[src/rtl/arb_pkg.sv]
// Shared types, sizes and the round-robin search helper for rr_arbiter8.
package arb_pkg;

   localparam int unsigned NUM_REQ = 8;
   localparam int unsigned IDX_W   = 3;

   typedef enum logic {
      IDLE = 1'b0,
      BUSY = 1'b1
   } arb_state_t;

   // Result of a round-robin search: whether any request was found and which one
   typedef struct packed {
      logic             valid;
      logic [IDX_W-1:0] idx;
   } pick_t;

   // First set request searching upward from ptr, wrapping 7 -> 0
   function automatic pick_t rr_pick(input logic [NUM_REQ-1:0] req,
                                     input logic [IDX_W-1:0]   ptr);
      pick_t            res;
      logic [IDX_W-1:0] cand;
      res = '0;
      for (int unsigned i = 0; i < NUM_REQ; i++) begin
         cand = ptr + IDX_W'(i);
         if (!res.valid && req[cand]) begin
            res.valid = 1'b1;
            res.idx   = cand;
         end
      end
      return res;
   endfunction

endpackage

[src/rtl/encoder83.sv]
// 8-to-3 binary encoder for a one-hot or all-zero input; all-zero encodes as 0.
module encoder83
   import arb_pkg::*;
(
   input  logic [NUM_REQ-1:0] in_i,
   output logic [IDX_W-1:0]   out_o
);

   // OR together the indices of set bits; exact for one-hot inputs
   always_comb begin
      out_o = '0;
      for (int unsigned i = 0; i < NUM_REQ; i++) begin
         if (in_i[i]) begin
            out_o = out_o | IDX_W'(i);
         end
      end
   end

endmodule

[src/rtl/rr_arbiter8.sv]
// rr_arbiter8: 8-requester round-robin arbiter with a one-cycle dead time
// between grants. Define RR_ARBITER8_TIMEOUT_EN to add a hold limit of
// MAX_HOLD cycles per grant, reported by a one-cycle timeout pulse.
module rr_arbiter8
   import arb_pkg::*;
#(
   parameter int unsigned MAX_HOLD = 16
) (
   input  logic               clk,
   input  logic               rst_n,
   input  logic [NUM_REQ-1:0] req,
   input  logic               done,
   output logic [NUM_REQ-1:0] grant,
   output logic [IDX_W-1:0]   grantIdx,
   output logic               grantValid,
   output logic               timeout
);

   arb_state_t         state_q;
   logic [IDX_W-1:0]   ptr_q;
   logic [IDX_W-1:0]   ptr_d;
   logic [NUM_REQ-1:0] grant_q;
   pick_t              pick_c;
   logic               release_c;
   logic               expire_c;

   // Reject out-of-range hold limits at elaboration
   if ((MAX_HOLD < 2) || (MAX_HOLD > 256)) begin : g_bad_max_hold
      $error("rr_arbiter8: MAX_HOLD must be within 2..256");
   end

   // Candidate winner, release condition and post-release pointer
   always_comb begin
      pick_c    = rr_pick(req, ptr_q);
      release_c = done | ~req[grantIdx];
      ptr_d     = grantIdx + IDX_W'(1);
   end

`ifdef RR_ARBITER8_TIMEOUT_EN
   localparam int unsigned CNT_W = (MAX_HOLD > 2) ? $clog2(MAX_HOLD) : 1;
   localparam logic [CNT_W-1:0] HOLD_LAST = CNT_W'(MAX_HOLD - 1);

   logic [CNT_W-1:0] hold_cnt_q;
   logic             timeout_q;

   assign expire_c = (hold_cnt_q == HOLD_LAST);

   // Hold counter restarts at every grant; timeout pulses for the first IDLE cycle after a forced release
   always_ff @(posedge clk or negedge rst_n) begin
      if (!rst_n) begin
         hold_cnt_q <= '0;
         timeout_q  <= 1'b0;
      end else begin
         if (state_q == IDLE) begin
            hold_cnt_q <= '0;
         end else begin
            hold_cnt_q <= hold_cnt_q + CNT_W'(1);
         end
         timeout_q <= (state_q == BUSY) && !release_c && expire_c;
      end
   end

   assign timeout = timeout_q;
`else
   assign expire_c = 1'b0;
   assign timeout  = 1'b0;
`endif

   // Arbitration FSM: grant from IDLE, release from BUSY, always passing through IDLE
   always_ff @(posedge clk or negedge rst_n) begin
      if (!rst_n) begin
         state_q <= IDLE;
         ptr_q   <= '0;
         grant_q <= '0;
      end else begin
         case (state_q)
            IDLE: begin
               if (pick_c.valid) begin
                  state_q <= BUSY;
                  grant_q <= NUM_REQ'(1) << pick_c.idx;
               end
            end
            BUSY: begin
               if (release_c || expire_c) begin
                  state_q <= IDLE;
                  grant_q <= '0;
                  ptr_q   <= ptr_d;
               end
            end
            default: begin
               state_q <= IDLE;
               grant_q <= '0;
            end
         endcase
      end
   end

   // Index and valid follow the registered grant with no added latency
   encoder83 u_enc (
      .in_i  (grant_q),
      .out_o (grantIdx)
   );

   assign grant      = grant_q;
   assign grantValid = |grant_q;

endmodule

[config.mk]
export PLATFORM = sky130hd
export DESIGN_NAME = rr_arbiter8
export DESIGN_NICKNAME = d
export VERILOG_FILES = /design/src/rtl/arb_pkg.sv /design/src/rtl/encoder83.sv /design/src/rtl/rr_arbiter8.sv
export SDC_FILE = /design/constraint.sdc
export NUM_CORES = 1
export LEC_CHECK = 0
export BUFFER_PORTS_ARGS = -buffer_cell sky130_fd_sc_hd__buf_2
export CAP_MARGIN = 0
export CORE_UTILIZATION = 55
export DETAILED_ROUTE_END_ITERATION = 10
export PLACE_DENSITY = 0.78
export SLEW_MARGIN = 0
export SYNTH_ARGS = -nofsm -noshare
export SYNTH_HDL_FRONTEND = slang
export SYNTH_SLANG_ARGS = --single-unit
[constraint.sdc]
create_clock -name clk -period 6.6 [get_ports clk]
set_input_delay 0.66 -clock clk [delete_from_list [all_inputs] [get_ports clk]]
set_output_delay 0.66 -clock clk [all_outputs]
set_load 0.005 [all_outputs]
==> results.cfg <==
[global_route]
antenna_found_initial = 0
first_global_vias = 1344
grt_max_degree = 20
grtUsageTotal_pct = 29.5
grt_pass1_wl_um = 6330
grt-ovfl-total = 0

[logic_synthesis]
yosysMostFrequentCell = mux2i_1
synth_nets = 167
synthMuxAreaShare_pct = 38.0
ys_seq_elements = 12
synth_largest_area_cell = dfrtp_1
seq_area_frac_synth_pct = 19.3
yosys.area_share.xor_xnor_pct = 1.69
syn_inst = 153
synth_simple_gate_area_share_pct = 12.9
avgSynthCellArea_um2 = 10.1
syn_area_um2 = 1550
synth_compound_area_share_pct = 19.7
synthAdderAreaFrac_pct = 2.42
netlist_top_cells_count = mux2i_1 (19), dfrtp_1 (12), mux4_2 (12), nand2_1 (12), a32o_1 (8)
synth-edff-count = 0
ys_top_cells_by_area = dfrtp_1 (19%), mux4_2 (17%), mux2i_1 (12%)
synth_top_family_by_area = multiplexers
async_flop_share_pct = 100
synthFlopType = dfrtp_1
ys_types = 52
ys_warn_count = 0
netlist.area_leader.share_pct = 19.3

[finish]
drive_gt1_share_pct = 28.2
final_area_um2 = 1670
antenna_cells = 0
area_growth_pct = 7.82
multi_input_area_um2 = 1160
fin_nets = 185
seq_area_um2 = 300
num-fill-cells = 208

[timing]
fmax_mhz = 238
report.final.setup_viol = 0
rsz0062_at_grt = no
worst_slew_pin_slew_ns = 0.916
hold_viol_final = 0
setup_tns_ns = 0
finalWorstPathRequiredPeriod_ns = 4.20
timing.final.max_slew_violations = 0
slew-limit-headroom_pct = 38.4
finClkSkew_ns = 0.00129
finalCritPeriodShare_pct = 63.6
holdWs_ns = 0.249

[critical_path]
cp_cell_sequence = inv_1 > ha_1 > mux4_2 > mux2i_1 > nand3_1 > a211oi_1 > a41oi_1 > a221oi_2 > a32o_1
path_delay_family = compound AO/OA/AOI/OAI gates
cp-start-kind = register
crit_path_end_kind = register
path_class = reg2reg
critPathSlowestCell = dfrtp_1
critPathMaxStageDelay_ns = 0.88
path_buf_inv = 1
required_ns = 6.81
arrival_ns = 4.41
cp_max_fo = 19

[drt]
totalWireLength_um = 3980
drtIter0Drc = 75
first_pass_iters = 6
drc = 0
detail_route.wl_per_cell_um = 19.9
ant_nets = 0
vias = 1420
route.detailed.vias_per_inst = 7.10

[clock_tree]
clock_path_buffers = 2
cts_hold_buf = 0
cts-resized-gates = 0
cts_sinks = 12
clk_pin_slew_ns = 0.07
cts_setup_buffers = 0
cts_root_buffer = clkbuf_4
cts_tree = built
clk_latency_ns = 0.27
cts_inserted_buffers = 3
htreeDepth = 1

[floorplan]
die_area_um2 = 3040
num_rows = 18
coreArea_um2 = 2570
chipWidth_um = 55.1
pin_count = 24
initial_core_util_pct = 60.5
die_h_um = 55.1

[place]
hpwl_um = 2960
io_buffer_count = 22
dpl_cell_area_um2 = 1640
place.gp.congestion = 0.961

[hold_path]
worstHoldPathType = in2async

[run]
drv_cap = 0

[run_status]
status = completed
-- cell families (layout without fill, tap and decap cells) --
family	count (synthesis)	count (layout)
compound gates	40	40
xor+xnor	3	3
fa+ha+maj	3	3
buf+inv	16	33
flops	12	12
mux	41	41
other cells	1	1
simple gates	37	37
-- registers in the layout, summed over array words and instances (netlist names) --
register / flops
ptr_q: 3
grant: 8
state_q: 1
-- worst paths after layout --
| kind | from | endpoint | slack (ns) | cells past startpoint |
|---|---|---|---|---|
| max | ptr_q[0] | grant[6] | 2.40 | 9 |
| min | rst_n | grant[3] | 0.25 | 1 |
| max reg2reg | ptr_q[0] | grant[6] | 2.40 | 9 |
| min reg2reg | grant[0] | grant[0] | 0.54 | 1 |
| max in group asynchronous | rst_n | grant[5] | 6.14 | 1 |
| min in group clk | grant[0] | grant[0] | 0.54 | 1 |
-- stage by stage --
stage / setup WS [ns] / util (%) / std cells
after floorplan: 3.42 / - / 153
after global placement: 2.57 / 63.8 / 196
after detailed placement: 2.47 / 63.8 / 196
after CTS: 2.44 / 65.2 / 200
after global routing: 2.11 / 65.2 / 200
final: 2.40 / 65.2 / 200
-- cell type report --
| type | count | area share [%] |
|---|---|---|
| well taps | 30 | 2.24 |
| inverters | 7 | 1.57 |
| multi-input cells | 125 | 69.5 |
| flip-flops and latches | 12 | 17.9 |
| clock buffers | 4 | 2.17 |
| repair buffers | 22 | 6.58 |
-- cells in the final DEF (no fill, tap or decap), types with 2 or more instances in the layout --
cell type	n
buf_2	22
mux2i_1	19
nand2_1	12
mux4_2	12
dfrtp_1	12
a32o_1	8
inv_1	7
o21ai_0	6
nor2_1	5
mux2_1	5
o21ai_1	4
a21oi_1	4
mux2_2	3
ha_1	3
clkbuf_4	3
nor4_1	2
xor2_1	2
a32oi_1	2
and2_1	2
nand4_1	2
and3_1	2
nand3_1	2
a21o_1	2
o21bai_1	2
-- metal layers --
layer	global-route usage [%]	routed length, µm
met5	0	0
met3	5.19	295
met4	7.08	55
met1	42.3	1750
met2	46.0	1870
Power is not shown: default switching activity piles up to over one toggle a cycle in this logic, so the estimate is an artifact.
